$ cat src/rtl/fifo_arb_pkg.sv
// ---------------------------------------------------------------------------
// fifo_arb_pkg
// Shared definitions for the FIFO write-port arbiter:
//   - FSM state encoding (IDLE / BURST) as plain localparam constants
//   - default configuration values and the counter widths derived from them
//   - slice_word(): pulls producer word i out of a packed producer data bus
// No ports (package).
// ---------------------------------------------------------------------------
package fifo_arb_pkg;

    localparam logic [0:0] ST_IDLE  = 1'b0;
    localparam logic [0:0] ST_BURST = 1'b1;

    localparam int DEF_NUM_REQ   = 4;
    localparam int DEF_DATA_W    = 8;
    localparam int DEF_BURST_LEN = 120;
    localparam int DEF_STALL_MAX = 64;

    localparam int CNT_W   = $clog2(DEF_BURST_LEN);
    localparam int STALL_W = $clog2(DEF_STALL_MAX);

    // slice_word works on a bus wide enough for 8 producers of up to 64 bits,
    // so any legal NUM_REQ/DATA_W combination can share one helper.
    localparam int MAX_REQ     = 8;
    localparam int SLICE_MAX_W = 64;
    localparam int SLICE_BUS_W = MAX_REQ * SLICE_MAX_W;

    function automatic logic [SLICE_MAX_W-1:0] slice_word(
        input logic [SLICE_BUS_W-1:0] data,
        input int                     idx,
        input int                     width
    );
        logic [SLICE_BUS_W-1:0] shifted;
        shifted = data >> (idx * width);
        return shifted[SLICE_MAX_W-1:0];
    endfunction

endpackage

$ cat src/rtl/fifo_arb_if.sv
// ---------------------------------------------------------------------------
// fifo_arb_if
// Bundles the producer handshake and the FIFO write-side signals.
//   req_valid/req_last/req_data : producers -> arbiter
//   req_grant/req_ack/abort     : arbiter -> producers
//   fifo_full                   : FIFO -> arbiter
//   fifo_data/fifo_w_en         : arbiter -> FIFO
// Modports: slave = arbiter side, master = producer/FIFO environment side.
// ---------------------------------------------------------------------------
interface fifo_arb_if #(
    parameter int NUM_REQ = 4,
    parameter int DATA_W  = 8
);
    logic [NUM_REQ-1:0]        req_valid;
    logic [NUM_REQ-1:0]        req_last;
    logic [NUM_REQ*DATA_W-1:0] req_data;
    logic [NUM_REQ-1:0]        req_grant;
    logic [NUM_REQ-1:0]        req_ack;
    logic [NUM_REQ-1:0]        abort;
    logic                      fifo_full;
    logic [DATA_W-1:0]         fifo_data;
    logic                      fifo_w_en;

    modport slave (
        input  req_valid, req_last, req_data, fifo_full,
        output req_grant, req_ack, abort, fifo_data, fifo_w_en
    );

    modport master (
        output req_valid, req_last, req_data, fifo_full,
        input  req_grant, req_ack, abort, fifo_data, fifo_w_en
    );
endinterface

$ cat src/rtl/fifo_arb_rr_picker.sv
// ---------------------------------------------------------------------------
// rr_picker
// Combinational round-robin priority search.
//   req_i        : request vector
//   last_owner_i : index of the previous grant holder; search starts above it
//   pick_o       : one-hot winner (0 when nothing requests)
//   idx_o        : binary index of the winner
//   any_o        : at least one request is present
// ---------------------------------------------------------------------------
module rr_picker #(
    parameter int NUM_REQ = 4,
    localparam int IDX_W  = $clog2(NUM_REQ)
) (
    input  logic [NUM_REQ-1:0] req_i,
    input  logic [IDX_W-1:0]   last_owner_i,
    output logic [NUM_REQ-1:0] pick_o,
    output logic [IDX_W-1:0]   idx_o,
    output logic               any_o
);

    logic             found;
    logic [IDX_W-1:0] cand;

    // Walk last_owner+1, last_owner+2, ... wrapping, and keep the first hit.
    // The previous owner is visited last, which is what gives fairness.
    always_comb begin
        pick_o = '0;
        idx_o  = '0;
        found  = 1'b0;
        cand   = '0;
        for (int k = 1; k <= NUM_REQ; k++) begin
            cand = IDX_W'((int'(last_owner_i) + k) % NUM_REQ);
            if (!found && req_i[cand]) begin
                found        = 1'b1;
                pick_o[cand] = 1'b1;
                idx_o        = cand;
            end
        end
        any_o = |req_i;
    end

endmodule

$ cat src/rtl/fifo_write_arbiter.sv
// ---------------------------------------------------------------------------
// fifo_write_arbiter
// Round-robin arbiter sharing the single write port of the async FIFO among
// NUM_REQ producers. Lives entirely in the write clock domain. One producer
// owns the port for a burst of up to BURST_LEN words; writes stall on full.
// Ports:
//   wclk : write-domain clock
//   rst  : synchronous, active-high reset
//   bus  : fifo_arb_if.slave (producer handshake + FIFO write side)
// Optional feature macro: FIFO_ARB_TIMEOUT_EN -- when defined, a burst that
// has been stalled on full for STALL_MAX cycles is aborted and abort[owner]
// pulses for one cycle. Without it abort is constant 0.
// ---------------------------------------------------------------------------
module fifo_write_arbiter
    import fifo_arb_pkg::*;
#(
    parameter int NUM_REQ   = DEF_NUM_REQ,
    parameter int DATA_W    = DEF_DATA_W,
    parameter int BURST_LEN = DEF_BURST_LEN,
    parameter int STALL_MAX = DEF_STALL_MAX
) (
    input logic       wclk,
    input logic       rst,
    fifo_arb_if.slave bus
);

    localparam int IDX_W    = $clog2(NUM_REQ);
    localparam int CNT_BITS = $clog2(BURST_LEN);

    logic [0:0]          state_q, state_d;
    logic [IDX_W-1:0]    owner_q, owner_d;
    logic [IDX_W-1:0]    last_owner_q, last_owner_d;
    logic [CNT_BITS-1:0] count_q, count_d;
    logic [NUM_REQ-1:0]  grant_q, grant_d;

    logic [NUM_REQ-1:0]  pick;
    logic [IDX_W-1:0]    pick_idx;
    logic                pick_any;

    logic                in_burst;
    logic                owner_valid;
    logic                owner_last;
    logic                accept;
    logic                burst_end;
    logic                timeout;
    logic [DATA_W-1:0]   owner_word;

    rr_picker #(
        .NUM_REQ(NUM_REQ)
    ) u_picker (
        .req_i       (bus.req_valid),
        .last_owner_i(last_owner_q),
        .pick_o      (pick),
        .idx_o       (pick_idx),
        .any_o       (pick_any)
    );

    // Accept a word only from the owner, only while it is valid and the FIFO
    // has room. The burst closes on its last word or when the count would
    // reach BURST_LEN, so the counter never needs to hold BURST_LEN itself.
    always_comb begin
        in_burst    = (state_q == ST_BURST);
        owner_valid = bus.req_valid[owner_q];
        owner_last  = bus.req_last[owner_q];
        owner_word  = DATA_W'(slice_word(SLICE_BUS_W'(bus.req_data), int'(owner_q), DATA_W));
        accept      = in_burst & owner_valid & ~bus.fifo_full;
        burst_end   = accept & (owner_last | (count_q == CNT_BITS'(BURST_LEN - 1)));
    end

`ifdef FIFO_ARB_TIMEOUT_EN
    localparam int STALL_BITS = $clog2(STALL_MAX);

    logic [STALL_BITS-1:0] stall_q, stall_d;
    logic                  stalling;

    // Only a full FIFO in front of a valid owner counts as a stall; bubbles
    // from the producer do not. Reaching STALL_MAX-1 while still stalled
    // means this is the STALL_MAX-th stall cycle and the burst is dropped.
    always_comb begin
        stalling = in_burst & owner_valid & bus.fifo_full;
        timeout  = stalling & (stall_q == STALL_BITS'(STALL_MAX - 1));
        stall_d  = stall_q;
        if (!in_burst || accept || timeout) begin
            stall_d = '0;
        end else if (stalling) begin
            stall_d = stall_q + STALL_BITS'(1);
        end
    end

    // Stall counter register.
    always_ff @(posedge wclk) begin
        if (rst) begin
            stall_q <= '0;
        end else begin
            stall_q <= stall_d;
        end
    end

    // abort marks the owner whose burst timed out, for exactly that cycle.
    always_comb begin
        bus.abort = '0;
        if (timeout) begin
            bus.abort[owner_q] = 1'b1;
        end
    end
`else
    // Without the timeout feature a stalled burst waits forever. STALL_MAX is
    // still referenced so both builds share one parameter list; the compare is
    // constant-false for any legal value.
    assign timeout   = (STALL_MAX < 0);
    assign bus.abort = '0;
`endif

    // Arbitration and burst bookkeeping. IDLE spends exactly one cycle picking
    // the next owner; BURST counts accepted words and hands the port back on
    // burst end or timeout, remembering the owner for the next search.
    always_comb begin
        state_d      = state_q;
        owner_d      = owner_q;
        last_owner_d = last_owner_q;
        count_d      = count_q;
        grant_d      = grant_q;
        case (state_q)
            ST_IDLE: begin
                if (pick_any) begin
                    state_d = ST_BURST;
                    grant_d = pick;
                    owner_d = pick_idx;
                    count_d = '0;
                end
            end
            default: begin
                if (accept) begin
                    count_d = count_q + CNT_BITS'(1);
                end
                if (burst_end || timeout) begin
                    state_d      = ST_IDLE;
                    grant_d      = '0;
                    last_owner_d = owner_q;
                    count_d      = '0;
                end
            end
        endcase
    end

    // State registers; last_owner resets to the top index so the first
    // search after reset begins at producer 0.
    always_ff @(posedge wclk) begin
        if (rst) begin
            state_q      <= ST_IDLE;
            owner_q      <= '0;
            last_owner_q <= IDX_W'(NUM_REQ - 1);
            count_q      <= '0;
            grant_q      <= '0;
        end else begin
            state_q      <= state_d;
            owner_q      <= owner_d;
            last_owner_q <= last_owner_d;
            count_q      <= count_d;
            grant_q      <= grant_d;
        end
    end

    // FIFO write side and producer acknowledge follow accept directly so a
    // word is written in the same cycle it is presented.
    always_comb begin
        bus.req_grant = grant_q;
        bus.fifo_w_en = accept;
        bus.fifo_data = accept ? owner_word : '0;
        bus.req_ack   = '0;
        if (accept) begin
            bus.req_ack[owner_q] = 1'b1;
        end
    end

endmodule
$ cat src/flat_wrapper.sv
// flat-port wrapper written by rule: the top's interface ports become plain ports
module fifo_write_arbiter_flat import fifo_arb_pkg::*;
#(
    parameter int NUM_REQ   = DEF_NUM_REQ,
    parameter int DATA_W    = DEF_DATA_W,
    parameter int BURST_LEN = DEF_BURST_LEN,
    parameter int STALL_MAX = DEF_STALL_MAX
)
  (wclk, rst, bus_req_valid, bus_req_last, bus_req_data, bus_fifo_full, bus_req_grant, bus_req_ack, bus_abort, bus_fifo_data, bus_fifo_w_en);
  fifo_arb_if #(.NUM_REQ(NUM_REQ), .DATA_W(DATA_W)) bus_i ();
  input logic wclk;
  input logic rst;
  input wire logic [$bits(bus_i.req_valid)-1:0] bus_req_valid;
  input wire logic [$bits(bus_i.req_last)-1:0] bus_req_last;
  input wire logic [$bits(bus_i.req_data)-1:0] bus_req_data;
  input wire logic [$bits(bus_i.fifo_full)-1:0] bus_fifo_full;
  output wire logic [$bits(bus_i.req_grant)-1:0] bus_req_grant;
  output wire logic [$bits(bus_i.req_ack)-1:0] bus_req_ack;
  output wire logic [$bits(bus_i.abort)-1:0] bus_abort;
  output wire logic [$bits(bus_i.fifo_data)-1:0] bus_fifo_data;
  output wire logic [$bits(bus_i.fifo_w_en)-1:0] bus_fifo_w_en;
  assign bus_i.req_valid = bus_req_valid;
  assign bus_i.req_last = bus_req_last;
  assign bus_i.req_data = bus_req_data;
  assign bus_i.fifo_full = bus_fifo_full;
  assign bus_req_grant = bus_i.req_grant;
  assign bus_req_ack = bus_i.req_ack;
  assign bus_abort = bus_i.abort;
  assign bus_fifo_data = bus_i.fifo_data;
  assign bus_fifo_w_en = bus_i.fifo_w_en;
  fifo_write_arbiter #(.NUM_REQ(NUM_REQ), .DATA_W(DATA_W), .BURST_LEN(BURST_LEN), .STALL_MAX(STALL_MAX)) u_core (.wclk(wclk), .rst(rst), .bus(bus_i));
endmodule
$ cat config.mk
export PLATFORM = sky130hd
export DESIGN_NAME = fifo_write_arbiter_flat
export DESIGN_NICKNAME = d
export VERILOG_FILES = /design/src/rtl/fifo_arb_pkg.sv /design/src/rtl/fifo_arb_if.sv /design/src/rtl/fifo_arb_rr_picker.sv /design/src/rtl/fifo_write_arbiter.sv /design/src/flat_wrapper.sv
export SDC_FILE = /design/constraint.sdc
export NUM_CORES = 1
export LEC_CHECK = 0
export ABC_AREA = 1
export BUFFER_PORTS_ARGS = -buffer_cell sky130_fd_sc_hd__buf_2
export CAP_MARGIN = 20
export CORE_MARGIN = 5
export CORE_UTILIZATION = 40
export CTS_CLUSTER_DIAMETER = 200
export DETAILED_ROUTE_END_ITERATION = 6
export PLACE_DENSITY = 0.77
export RECOVER_POWER = 50
export SLEW_MARGIN = 20
export SYNTH_ARGS = -nofsm -noshare
export SYNTH_HDL_FRONTEND = slang
export SYNTH_SLANG_ARGS = --single-unit
$ cat constraint.sdc
create_clock -name wclk -period 1.7 [get_ports wclk]
set_input_delay 0.255 -clock wclk [delete_from_list [all_inputs] [get_ports wclk]]
set_output_delay 0.255 -clock wclk [all_outputs]
set_load 0.02 [all_outputs]
# After elaboration in Yosys (flattened, before gate mapping)
# Cells that the tools add are included.
[word_totals] register_bits=16 inputBits=43 word_cells=95
[op_classes] addsub=5 order_cmp=10 n_eq_ne=3 n_shift=1 n_mux=45 n_bitwise=9 reduce_logical=17
[op_table] op="two-way mux 4 bit" count=8
[op_table] op=">> shifter 32 x 5 -> 8 bit" count=1
[op_table] op="two-way mux 7 bit" count=4
[op_table] op="two-way mux 1 bit" count=17
[op_table] op="less-than comparator 2 x 3 -> 1 bit (second input constant)" count=5
[op_table] op="binary-select mux 1 bit (select 2 bit)" count=6
[op_table] op="OR 4 bit" count=3
[op_table] op="demux 1 bit (select 2 bit)" count=5
[op_table] op="greater-or-equal comparator 2 x 1 -> 1 bit (second input constant)" count=5
[op_table] op="logical AND 1 bit" count=8
[op_table] op="two-way mux 2 bit" count=4
[op_table] op="two-way mux 8 bit" count=1
[op_table] op="AND reduction 2 bit" count=4
[op_table] op="adder 7 x 1 -> 7 bit (second input constant)" count=1
[op_table] op="equality test 7 bit (second input constant)" count=1
[op_table] op="adder 2 x 1 -> 2 bit (second input constant)" count=2
[op_table] op="adder 2 bit (second input constant)" count=2
[op_table] op="OR reduction 4 bit" count=1
[op_table] op="AND 1 bit" count=3
[op_table] op="zero test 1 bit" count=3
[op_table] op="!= test 3 bit (second input constant)" count=1
[op_table] op="!= test 2 bit (second input constant)" count=1
[op_table] op="NOT 1 bit" count=2
[op_table] op="nonzero test 2 bit" count=1
[op_table] op="OR 1 bit" count=1

# Logic depth before layout (Yosys ltp)
# Gate-level depths: netlist of the first run.
[logic_depth] ltp_word=15 mapped_depth=12 depth_no_buf=11

# By module
# Synthesis of the first run repeated with hierarchy kept, for this count alone.
[hier_totals] hier_cells=261 hier_area_um2=1674.1
[by_module_without_submodules] mod="fifo_write_arbiter" n_inst=1 cells_per_inst=175 area_per_inst_um2=1146.1 seq_area_each_um2=320.3
[by_module_without_submodules] mod="rr_picker" n_inst=1 cells_per_inst=86 area_per_inst_um2=528.0 seq_area_each_um2=0.0

# Least setup slack after synthesis of the first run
# No wires, ideal clock.
[synth_path] path_kind="flip-flop to output port" start="reg u_core.owner_q[1]" end="out bus_req_ack[2]" t_arrival_ns=1.531 required_time_ns=1.445 setup_slack_ns=-0.086 path_stages_with_launch=9 path_buffers=2 cell_sequence="dfxtp_1 -> buf_6 -> inv_4 -> nor2_8 -> nand2_1 -> nand2_2 -> o21ai_4 -> clkbuf_1 -> nor3_1"
[synth_via] elab_chain_cells=5
[synth_lines] item="from (decl)" line_no="fifo_write_arbiter.sv:31" text="logic [IDX_W-1:0] owner_q, owner_d;"
[synth_lines] item="from (signal assigned)" line_no="fifo_write_arbiter.sv:157" text="owner_q <= owner_d;"
[synth_lines] item="less-than comparator 2 x 3 -> 1 bit (not written as such) (tied with other cells)" line_no="fifo_write_arbiter.sv:172" text="bus.req_ack[owner_q] = 1'b1;"
[synth_lines] item="logical AND 1 bit (not written as such) or two-way mux 1 bit (tied branches)" line_no="fifo_write_arbiter.sv:172, fifo_write_arbiter.sv:63"
[synth_lines] item="two-way mux 1 bit (not written as such) or AND 1 bit (tied branches)" line_no="fifo_write_arbiter.sv:172, fifo_write_arbiter.sv:66"
[synth_lines] item="demux 1 bit (select 2 bit) or AND 1 bit (tied branches)"
[synth_lines] item="two-way mux 4 bit (*)" line_no="fifo_write_arbiter.sv:171" text="if (accept) begin"
[synth_lines] item="to (decl)" line_no="flat_wrapper.sv:18" text="output wire logic [$bits(bus_i.req_ack)-1:0] bus_req_ack;"
# Every way passes the cells marked *; elsewhere a longest branch is shown, timed or not. The select of a mux whose other input is x is not followed.

# Final worst setup path of the first run
[layout_path] start="reg u_core.owner_q[0]" end="out bus_req_ack[2]"
# The elaborated chain is that of the path after synthesis.

==> results by group, run 1 <==
Yosys
  – Dominant cells by area after synthesis: dfxtp_1 21%, nand2_1 13%, nand3_1 9.9%
  – Async SR Flop Fraction: 0
  – Yosys top cell area share: 0.205
  – Yosys cell types: 33
  – Post-synthesis sequential area ratio: 0.205
  – Cell count after synthesis: approximately 230
  – Area leader, netlist: dfxtp_1
  – Primary FF master, synth: dfxtp_1
  – Synth cell count leaders: 55 x nand2_1, 31 x nand3_1, 19 x inv_1
  – #FFs+latches synth: 16
  – Syn Area/Cell: 6.67 um^2
  – EDFF count, synth: 0
  – Yosys warning total: 0
  – Count leader, synth: nand2_1
  – Area of the mapped netlist: between 1500 and 2000 um^2

Clock tree
  – Worst-path clk slew: ~0.060 ns
  – CTS root buf: clkbuf_8
  – CTS tree: done
  – TritonCTS buffer count: 3
  – Clock tree buffer depth: 2
  – # hold bufs at CTS: 0
  – Worst skew pair latency: roughly 0.25 ns
  – CTS sink cnt: 16
  – H-Tree Level Count: 1

Power
  – Peak supply drop: about 0.00028 V
  – Final Power: between 1 and 1.5 mW
  – Leak: approximately 1.1 nW
  – Clock group share of total power: 0.234
  – Flop pwr share: 0.292
  – Internal: 0.876 mW
  – Sw Share: 0.387
  – Logic pwr share: 0.474
  – Pwr per Cell Area: a little over 600 nW/um^2
  – Switching pwr: ~0.55 mW

Drt
  – 1st-pass router iterations: 4
  – Remaining antenna violation count: 0
  – DRC Markers: 0
  – 1st-iter DRT viols: approximately 70
  – Aggregate routed wire length: about 4800 um
  – Routed via count: around 1900
  – Via-to-Cell Ratio: 5.21
  – Avg WL per Cell: around 13 um

Worst setup path
  – Critical-path cell list: buf_12, inv_8, nor2_8, nand2_4, nand2_2, o21ai_4, buf_4, nor3_2, buf_4
  – Worst reg2reg startpoint: u_core.owner_q[0]$_SDFFE_PP0P_
  – Crit path capture type: output pin
  – CP max FO: 7
  – Critical path launch point type: flop
  – Worst r2r dst: u_core.bus.req_grant[2]$_SDFFE_PP0P_
  – Reg-to-reg setup timing slack: ~0.10 ns
  – Top cell by count, worst path: buf_4
  – Critical path origin: u_core.owner_q[0]$_SDFFE_PP0P_
  – Worst Setup EP: bus_req_ack[2]
  – Worst-case reg-to-reg path depth: 12
  – Slowest cell delay on critical path: between 0.3 and 0.4 ns
  – CP max stage cell: dfxtp_2
  – Worst setup path category: flop to output pin
  – Worst EP required: between 1 and 1.5 ns
  – Arrival @ worst endpoint: approximately 1.6 ns

Timing
  – Final setup violation count: 13
  – Fin Hold WS: 0.264 ns
  – FMAX: around 550 MHz
  – Unrepaired setup endpoints after global routing: yes
  – Post-route setup slack: -0.105 ns
  – Max Slew Vio Count: 0
  – Shortest period the worst path allows: 1.81 ns
  – Setup TNS: -1.02 ns
  – Final period utilization: 1.06
  – Clock Skews: about 0.0026 ns
  – Hold Violations, Final: 0

Outcome
  – Failing checks: setup timing
  – Status: finished with violations

Place
  – Placed instance area: around 2000 um^2
  – I/O Buffers: roughly 60
  – Dpl cells: 350
  – GP Congestion: 0.852
  – Placement Setup Slack: 0.0496 ns
  – Final HPWL from detailed placement: ~3400 um

Finish
  – Fin cells: 358
  – Final #Nets: 363
  – Layout Area Growth over Synthesis: 49.1%
  – Post-layout util: 0.627
  – Share of layout cells above drive strength 1: 0.403
  – Final Cell Area: roughly 2300 um^2
  – N_diodes: 0

Global routing
  – Gr usage total: 0.172
  – Global-route wire length before repair: ~7600 um
  – Vias in the first global route: 1794
  – Gr ovfl total: 0
  – Largest net degree at the start of global routing: 14
  – Antenna violations before repair: 0

Worst hold path
  – HP Start: rst
  – HP Class: input pin to flop
  – Hold Path Cell Cnt: 2

Floorplan
  – Initial Util: 0.420
  – Core area: 3720 um^2
  – I/O Pins: between 60 and 70
  – Die area: between 5000 and 6000 um^2
  – Die Y: approximately 72 um
  – Row Count: 22
  – Die W: about 72 um

Job
  – Max Cap Viol: 0
==> flip-flops by register name, indices dropped and copies added, names as in the netlist <==
register / cells
u_core.bus.req_grant: 4
u_core.owner_q: 2
u_core.count_q: 7
u_core.last_owner_q: 2
u_core.in_burst: 1
==> power groups by stage <==
stage / Sequential, mW / Combinational (mW) / Clock, mW
2_1_floorplan: 0.432 / 0.372 / 0
3_3_place_gp: 0.423 / 0.559 / 0
3_5_place_dp: 0.423 / 0.570 / 0
4_1_cts: 0.417 / 0.604 / 0.342
5_1_grt: 0.420 / 0.740 / 0.362
6_report: 0.417 / 0.678 / 0.335
==> area by class of cell <==
type                            instances  area, um^2
Fill cell                             339        1390
Multi-Input combinational cell        186        1240
Timing Repair Buffer                   78         534
Sequential cell                        16         325
Inverter                               26         118
Tap cell                               48        60.1
Clock buffer                            4        55.1
==> per-layer routing <==
layer	vias to the layer above	wire [um]	GRT usage
met5	-	0	0
met4	0	23	0.0307
met3	4	425	0.0471
met2	73	2400	0.299
met1	850	1960	0.214
li1	938	-	-
==> critical path, delay by kind of cell (launching register included) <==
family / cells / cell delay, ns
buffers and inverters: 4 / 0.52
AND/OR/NAND/NOR: 4 / 0.35
flip-flops: 1 / 0.34
AO/OA/AOI/OAI: 1 / 0.08
==> worst min path at each step <==
stage / to / slack (ns)
2_1_floorplan: u_core.in_burst$_SDFF_PP0_ / 0.45
3_3_place_gp: u_core.bus.req_grant[3]$_SDFFE_PP0P_ / 0.47
3_5_place_dp: u_core.bus.req_grant[1]$_SDFFE_PP0P_ / 0.47
4_1_cts: u_core.owner_q[0]$_SDFFE_PP0P_ / 0.26
5_1_grt: u_core.owner_q[0]$_SDFFE_PP0P_ / 0.28
6_report: u_core.owner_q[0]$_SDFFE_PP0P_ / 0.26
==> timing repair <==
item,4_1_cts,5_1_grt
setup endpoints to repair,13,22
endpoints found under the hold margin,0,0
pin swaps,2,4
cloned,0,1
setup buffers,3,0
resized for setup,20,27
==> cell usage in the layout (no fill, tap or decap), types with 4 or more instances in the layout <==
| master | Yosys | layout |
|---|---|---|
| nand2_1 | 55 | 54 |
| buf_6 | 4 | 9 |
| inv_2 | 4 | 6 |
| nand3_1 | 31 | 30 |
| buf_4 | 4 | 19 |
| clkbuf_8 | 0 | 4 |
| a22oi_1 | 9 | 8 |
| a31oi_4 | 0 | 7 |
| inv_1 | 19 | 17 |
| nand2_4 | 3 | 4 |
| ha_1 | 9 | 8 |
| clkbuf_1 | 1 | 4 |
| a21oi_1 | 14 | 14 |
| buf_2 | 0 | 43 |
| nor2_4 | 2 | 4 |
| dfxtp_1 | 16 | 12 |
| nand4_1 | 4 | 4 |
| nand2_2 | 8 | 8 |
| dfxtp_2 | 0 | 4 |
| nor2_1 | 13 | 13 |
| nor3_2 | 1 | 4 |
| conb_1 | 1 | 4 |
==> cell families after synthesis <==
logic type	Yosys count	synth area share
AO/OA/AOI/OAI	42	0.172
other	1	0.00240
buffers and inverters	36	0.122
XOR/XNOR	3	0.0168
adder cells (fa/ha/maj)	9	0.0721
AND/OR/NAND/NOR	127	0.409
flip-flops	16	0.205
No activity file was read; power rests on OpenSTA's default activity.
==> run 2, diff against run 1 <==
- ABC_AREA: 1 -> 0
- CORE_UTILIZATION: 40 -> 30
- PLACE_DENSITY: 0.77 -> 0.62
==> run 2 against run 1 <==
  * The flow still finishes with violations (setup timing)
  * Sequential share of layout area shrank 0.64 points
  * Clock-buffer cell count is the same
  * Register-to-register slack lost 0.26 ns
  * Clock power grew 1%
  * Worst setup slack lost 0.056 ns
  * Flip-flop and latch count is the same
  * Worst hold slack gained 0.0033 ns
  * Power shrank 3.2%
  * Largest cell class unchanged
==> results by group, run 2 <==
Worst setup path
  – Critical path launch point type: flop (unchanged)
  – Slowest cell delay on critical path: 0.54 ns (was 0.34 ns)
  – Worst setup path category: flop to flop (was flop to output pin)
  – CP max stage cell: mux4_2 (was dfxtp_2)
  – CP max FO: 7 (unchanged)
  – Crit path capture type: flop (was output pin)
  – Worst EP required: 1.88 ns (was 1.44 ns)
  – Critical-path cell list: mux4_2, a41oi_4, nor2_4, or3_4, nor3b_2 (was buf_12, inv_8, nor2_8, nand2_4, nand2_2, o21ai_4, buf_4, nor3_2, buf_4)
  – Arrival @ worst endpoint: 2.04 ns (was 1.55 ns)

Finish
  – Post-layout util: 0.496 (was 0.627)
  – Share of layout cells above drive strength 1: 0.549 (was 0.403)
  – Reg area: 335 um^2 (was 325 um^2)
  – Most common cell after layout, fill and taps aside: buf_2 (was nand2_1)
  – Final #Nets: 319 (was 363)
  – Most frequent cells in the layout: 43 x buf_2, 37 x buf_4, 12 x nand2_1, 12 x dfxtp_1 (was 54 x nand2_1, 43 x buf_2, 30 x nand3_1)
  – Fin cells: 336 (was 358)
  – Top reg by flops: u_core.count_q (unchanged)
  – Max reg flops: 7 (unchanged)
  – Area of the multi-input gates: 1320 um^2 (was 1240 um^2)
  – N_diodes: 0 (unchanged)
  – Fillers: 486 (was 339)
  – Layout Area Growth over Synthesis: 61.5% (was 49.1%)

Clock tree
  – Clock tree buffer depth: 2 (unchanged)
  – # hold bufs at CTS: 0 (unchanged)
  – Worst skew pair latency: 0.25 ns (about the same)
  – TritonCTS buffer count: 3 (unchanged)
  – Worst-path clk slew: 0.07 ns (was 0.06 ns)
  – CTS sink cnt: 16 (unchanged)
  – CTS root buf: clkbuf_8 (unchanged)
  – H-Tree Level Count: 1 (unchanged)
  – CTS tree: done (unchanged)

Yosys
  – Area of the mapped netlist: 1560 um^2 (about the same)
  – Post-synthesis simple-gate area fraction: 0.240 (was 0.409)
  – EDFF count, synth: 0 (unchanged)
  – Cell count after synthesis: 179 (was 234)
  – Yosys top cell area share: 0.206 (was 0.205)
  – Count leader, synth: dfxtp_1 (was nand2_1)
  – Adder-cell share of the synthesized area: 0.0723 (was 0.0721)
  – Post-synthesis sequential area ratio: 0.206 (was 0.205)
  – Synth Area in Compound Gates: 0.192 (was 0.172)
  – Yosys cell types: 49 (was 33)
  – Synth Area in XOR/XNOR: 0.0281 (was 0.0168)
  – Primary FF master, synth: dfxtp_1 (unchanged)
  – Yosys warning total: 0 (unchanged)
  – Async SR Flop Fraction: 0 (unchanged)
  – #FFs+latches synth: 16 (unchanged)
  – Synth cell count leaders: 16 x dfxtp_1, 15 x nand2_1, 14 x nor2_1 (was 55 x nand2_1, 31 x nand3_1, 19 x inv_1)
  – Mux cell area share after synthesis: 0.190 (was 0)
  – Syn Area/Cell: 8.70 um^2 (was 6.67 um^2)
  – Largest family of logic cells by synthesized area: simple AND/OR/NAND/NOR gates (unchanged)
  – Area leader, netlist: dfxtp_1 (unchanged)
  – Dominant cells by area after synthesis: dfxtp_1 21%, mux4_2 13%, ha_1 7.2% (was dfxtp_1 21%, nand2_1 13%, nand3_1 9.9%)

Floorplan
  – Die Y: 82.1 um (was 72.5 um)
  – Die area: 6730 um^2 (was 5250 um^2)
  – I/O Pins: 64 (unchanged)
  – Row Count: 26 (was 22)
  – Core area: 5070 um^2 (was 3720 um^2)
  – Die W: 82.1 um (was 72.5 um)
  – Initial Util: 0.307 (was 0.420)

Power
  – Internal: 0.940 mW (was 0.876 mW)
  – Pwr per Cell Area: 550 nW/um^2 (was 614 nW/um^2)
  – Leak: 1.09 nW (was 1.10 nW)
  – Flop pwr share: 0.304 (was 0.292)
  – Sw Share: 0.320 (was 0.387)
  – Peak supply drop: 0.000232 V (was 0.000277 V)
  – Clock group share of total power: 0.246 (was 0.234)
  – Logic pwr share: 0.450 (was 0.474)
  – Final Power: 1.38 mW (was 1.43 mW)
  – Switching pwr: 0.443 mW (was 0.553 mW)

Global routing
  – Gr ovfl total: 0 (unchanged)
  – Largest net degree at the start of global routing: 13 (was 14)
  – Antenna violations before repair: 0 (unchanged)
  – Gr usage total: 0.133 (was 0.172)
  – Global-route wire length before repair: 7310 um (was 7590 um)
  – Vias in the first global route: 1651 (was 1794)

Job
  – Max Cap Viol: 0 (unchanged)

Timing
  – Final period utilization: 1.10 (was 1.06)
  – Clock Skews: 0.00313 ns (was 0.00257 ns)
  – Final setup violation count: 23 (was 13)
  – Shortest period the worst path allows: 1.86 ns (was 1.81 ns)
  – FMAX: 537 MHz (was 554 MHz)
  – Hold Violations, Final: 0 (unchanged)
  – Max Slew Vio Count: 0 (unchanged)
  – Post-route setup slack: -0.162 ns (was -0.105 ns)
  – Unrepaired setup endpoints after global routing: yes (unchanged)

Drt
  – 1st-iter DRT viols: 67 (was 69)
  – 1st-pass router iterations: 4 (unchanged)
  – Remaining antenna violation count: 0 (unchanged)
  – DRC Markers: 0 (unchanged)
  – Via-to-Cell Ratio: 4.94 (was 5.21)
  – Routed via count: 1659 (was 1865)
  – Avg WL per Cell: 13.7 um (was 13.4 um)
  – Aggregate routed wire length: 4610 um (was 4800 um)

Worst hold path
  – HP Class: input pin to flop (unchanged)

Outcome
  – Failing checks: setup timing (unchanged)
  – Status: finished with violations (unchanged)

Place
  – Dpl cells: 323 (was 350)
  – I/O Buffers: 59 (unchanged)
  – GP Congestion: 0.803 (was 0.852)
  – Final HPWL from detailed placement: 3400 um (was 3440 um)
[run 2: logic make-up (layout without fill, tap and decap cells)]
| group | count (synthesis) | after routing |
|---|---|---|
| AOI/OAI and AO/OA | 41 | 41 |
| xor gates and xnor gates | 5 | 5 |
| adders and majority gates | 9 | 9 |
| buffers and inverters | 22 | 106 |
| DFF | 16 | 16 |
| muxes | 18 | 18 |
| other | 1 | 4 |
| and+or+nand+nor | 67 | 67 |
[run 2: path summary, 6_finish.rpt]
check / startpoint / endpoint / slack (ns) / cells past startpoint
max: u_core.owner_q[0]$_SDFFE_PP0P_ / u_core.count_q[0]$_SDFFE_PP0P_ / -0.16 / 5
min: rst / u_core.owner_q[0]$_SDFFE_PP0P_ / 0.27 / 2
max reg2reg: u_core.owner_q[0]$_SDFFE_PP0P_ / u_core.count_q[0]$_SDFFE_PP0P_ / -0.16 / 5
min reg2reg: u_core.bus.req_grant[0]$_SDFFE_PP0P_ / u_core.bus.req_grant[0]$_SDFFE_PP0P_ / 0.50 / 1
[run 2: final cells by class]
| class | instances | area share |
|---|---|---|
| timing repair buffer | 97 | 0.273 |
| sequential | 16 | 0.133 |
| tap | 70 | 0.0348 |
| clock buffer | 4 | 0.0219 |
| multi-input combinational | 144 | 0.524 |
| inverter | 5 | 0.0124 |
[run 2: power by group through the flow]
stage	Combinational (mW)	Clock, mW	Sequential [mW]
after floorplan	0.349	0	0.430
after detailed placement	0.507	0	0.426
after CTS	0.574	0.339	0.419
final	0.623	0.340	0.420
after global placement	0.503	0	0.425
after global routing	0.669	0.361	0.425
[run 2: critical path: cells and delay by family (launching register included)]
kind	cells	cell delay (ns)
simple gates	3	0.64
compound gates	1	0.23
mux	1	0.54
flops	1	0.39
[run 2: timing repair]
| action | CTS | global route |
|---|---|---|
| gates resized for setup | 33 | 34 |
| endpoints found under the setup margin | 26 | 28 |
| buffers inserted | 9 | 0 |
| cloned | 0 | 1 |
| pin swaps | 7 | 7 |
[run 2: metal layers]
layer	up-vias	track usage	wire length, um
met2	42	0.268	2550
met4	0	0.0150	0
met1	789	0.152	1850
met3	0	0.0143	211
li1	828	-	-
met5	-	0	0
[run 2: stage by stage]
step / hold WS [ns] / TNS, ns / instance area [um^2] / worst slack [ns]
global placement: 0.471 / -2.26 / 2160 / -0.162
global route: 0.270 / -4.03 / 2520 / -0.240
finish: 0.267 / -2.33 / 2520 / -0.162
floorplan: 0.324 / -1.56 / 1690 / -0.244
CTS: 0.245 / -2.09 / 2390 / -0.148
detailed placement: 0.480 / -2.44 / 2160 / -0.195
==> run 3, diff against run 2 <==
- clock period: 1.7 -> 1.59 ns (I/O delays scaled with it)
==> run 3 against run 2 <==
  * The flow still finishes with violations (setup timing)
  * Combinational power rose by 10%
  * Sequential power increased by 6.7%
  * Clock skew rose by 0.00058 ns
  * Highest routed layer is now met4
==> results by group, run 3 (same netlist as run 2, synthesis figures left out) <==
Floorplan
  – Die area: 6730 um^2 (unchanged)
  – Row Count: 26 (unchanged)
  – Die W: 82.1 um (unchanged)
  – Initial Util: 0.307 (unchanged)
  – Core area: 5070 um^2 (unchanged)
  – I/O Pins: 64 (unchanged)
  – Die Y: 82.1 um (unchanged)

Outcome
  – Status: finished with violations (unchanged)
  – Failing checks: setup timing (unchanged)

Finish
  – Fillers: 483 (was 486)
  – Most common cell after layout, fill and taps aside: buf_4 (was buf_2)
  – Top reg by flops: u_core.count_q (unchanged)
  – Layout Area Growth over Synthesis: 65.5% (was 61.5%)
  – Most frequent cells in the layout: 45 x buf_4, 44 x buf_2, 14 x nand2_1 (was 43 x buf_2, 37 x buf_4, 12 x nand2_1, 12 x dfxtp_1)
  – N_diodes: 0 (unchanged)
  – Max reg flops: 7 (unchanged)
  – Final #Nets: 327 (was 319)
  – Share of layout cells above drive strength 1: 0.557 (was 0.549)

Worst setup path
  – Arrival @ worst endpoint: 1.62 ns (was 2.04 ns)
  – Slowest cell delay on critical path: 0.38 ns (was 0.54 ns)
  – Worst EP required: 1.35 ns (was 1.88 ns)
  – CP max FO: 5 (was 7)
  – CP max stage cell: dfxtp_4 (was mux4_2)
  – Reg-to-reg setup timing slack: -0.24 ns (was -0.16 ns)
  – Worst-case reg-to-reg path depth: 5 (unchanged)
  – Crit path capture type: output pin (was flop)
  – Critical-path cell list: mux2_4, a22oi_4, clkbuf_16, nor2b_1, buf_4 (was mux4_2, a41oi_4, nor2_4, or3_4, nor3b_2)
  – Worst setup path category: flop to output pin (was flop to flop)
  – Worst r2r dst: u_core.count_q[0]$_SDFFE_PP0P_ (unchanged)
  – Worst reg2reg startpoint: u_core.owner_q[0]$_SDFFE_PP0P_ (unchanged)
  – Buffers plus inverters on the worst setup path: 2 (was 0)
  – Critical path launch point type: flop (unchanged)
  – Top delay family on crit path: flip-flops (was simple AND/OR/NAND/NOR gates)

Clock tree
  – H-Tree Level Count: 1 (unchanged)
  – CTS sink cnt: 16 (unchanged)
  – CTS root buf: clkbuf_8 (unchanged)
  – Clock tree buffer depth: 2 (unchanged)
  – TritonCTS buffer count: 3 (unchanged)
  – # hold bufs at CTS: 0 (unchanged)
  – CTS tree: done (unchanged)
  – Worst-path clk slew: 0.06 ns (was 0.07 ns)
  – Worst skew pair latency: 0.25 ns (about the same)

Global routing
  – Global-route wire length before repair: 7110 um (was 7310 um)
  – Antenna violations before repair: 0 (unchanged)
  – Gr ovfl total: 0 (unchanged)
  – Largest net degree at the start of global routing: 13 (unchanged)
  – Vias in the first global route: 1621 (was 1651)
  – Gr usage total: 0.132 (was 0.133)

Timing
  – Final period utilization: 1.17
  – Shortest period the worst path allows: about 1.9 ns
  – Hold Violations, Final: 0 (unchanged)
  – Max Slew Vio Count: 0 (unchanged)
  – Final setup violation count: 29 (was 23)
  – Clock Skews: 0.00371 ns (was 0.00313 ns)
  – Setup TNS: -4.81 ns (was -2.33 ns)
  – Post-route setup slack: -0.264 ns (was -0.162 ns)
  – Unrepaired setup endpoints after global routing: yes (unchanged)
  – FMAX: around 540 MHz

Drt
  – Remaining antenna violation count: 0 (unchanged)
  – Aggregate routed wire length: 4690 um (was 4610 um)
  – DRC Markers: 0 (unchanged)
  – Routed via count: 1696 (was 1659)
  – Via-to-Cell Ratio: 4.94 (about the same)
  – 1st-pass router iterations: 4 (unchanged)
  – Avg WL per Cell: 13.7 um (about the same)
  – 1st-iter DRT viols: 81 (was 67)

Place
  – I/O Buffers: 59 (unchanged)
  – Final HPWL from detailed placement: 3360 um (was 3400 um)
  – GP Congestion: 0.813 (was 0.803)

Worst hold path
  – Worst hold path endpoint: u_core.owner_q[0]$_SDFFE_PP0P_ (unchanged)
  – HP Class: input pin to flop (unchanged)
  – HP Start: rst (unchanged)
  – Hold Path Cell Cnt: 2 (unchanged)

Power
  – Final Power: 1.43 mW (was 1.38 mW)
  – Leak: 1.14 nW (was 1.09 nW)
  – Peak supply drop: 0.000293 V (was 0.000232 V)
  – Pwr per Cell Area: 554 nW/um^2 (was 550 nW/um^2)

Job
  – Max Cap Viol: 0 (unchanged)
## run 3: layout make-up
class | instances | area, um^2 | share of cell area
tap | 70 | 87.6 | 0.0340
multi-input combinational | 144 | 1310 | 0.509
clock buffer | 3 | 41.3 | 0.0160
timing repair buffer | 105 | 767 | 0.298
sequential | 16 | 335 | 0.130
inverter | 5 | 33.8 | 0.0131
## run 3: timing repair
item / in CTS / in global routing
pin swaps: 9 / 10
resized for setup: 26 / 38
buffers inserted: 3 / 4
gates cloned: 0 / 2
endpoints found under the setup margin: 27 / 29
## run 3: report_power, final
| part | switching (mW) | internal, mW | total, mW |
|---|---|---|---|
| sequential | 0.0246 | 0.423 | 0.448 |
| clock | 0.125 | 0.168 | 0.293 |
| combinational | 0.307 | 0.380 | 0.687 |
| total | 0.457 | 0.971 | 1.43 |
## run 3: how the worst max path moves through the flow
| stage | from | end | depth (start not counted) |
|---|---|---|---|
| after floorplan | u_core.last_owner_q[1]$_SDFFE_PP1P_ | u_core.bus.req_grant[1]$_SDFFE_PP0P_ | 9 |
| after global placement | u_core.last_owner_q[1]$_SDFFE_PP1P_ | u_core.bus.req_grant[2]$_SDFFE_PP0P_ | 6 |
| after detailed placement | u_core.owner_q[1]$_SDFFE_PP0P_ | u_core.count_q[0]$_SDFFE_PP0P_ | 5 |
| after CTS | u_core.owner_q[0]$_SDFFE_PP0P_ | u_core.count_q[0]$_SDFFE_PP0P_ | 5 |
| after global routing | u_core.last_owner_q[1]$_SDFFE_PP1P_ | u_core.bus.req_grant[3]$_SDFFE_PP0P_ | 7 |
| final | u_core.owner_q[1]$_SDFFE_PP0P_ | bus_fifo_data[5] | 5 |
## run 3: per-layer routing
| metal | GRT usage | vias up | wire [um] |
|---|---|---|---|
| met3 | 0.0219 | 7 | 340 |
| li1 | - | 847 | - |
| met4 | 0.0399 | 0 | 58 |
| met5 | 0 | - | 0 |
| met2 | 0.246 | 49 | 2410 |
| met1 | 0.152 | 793 | 1890 |
## run 3: through the flow
step / setup slack, ns / instance area [um^2] / hold WS, ns / cells / util
floorplan: -0.354 / 1700 / 0.308 / 182 / -
global placement: -0.311 / 2230 / 0.479 / 332 / 0.440
detailed placement: -0.297 / 2230 / 0.471 / 332 / 0.440
CTS: -0.235 / 2380 / 0.238 / 338 / 0.468
global route: -0.333 / 2580 / 0.256 / 343 / 0.508
finish: -0.264 / 2580 / 0.249 / 343 / 0.508
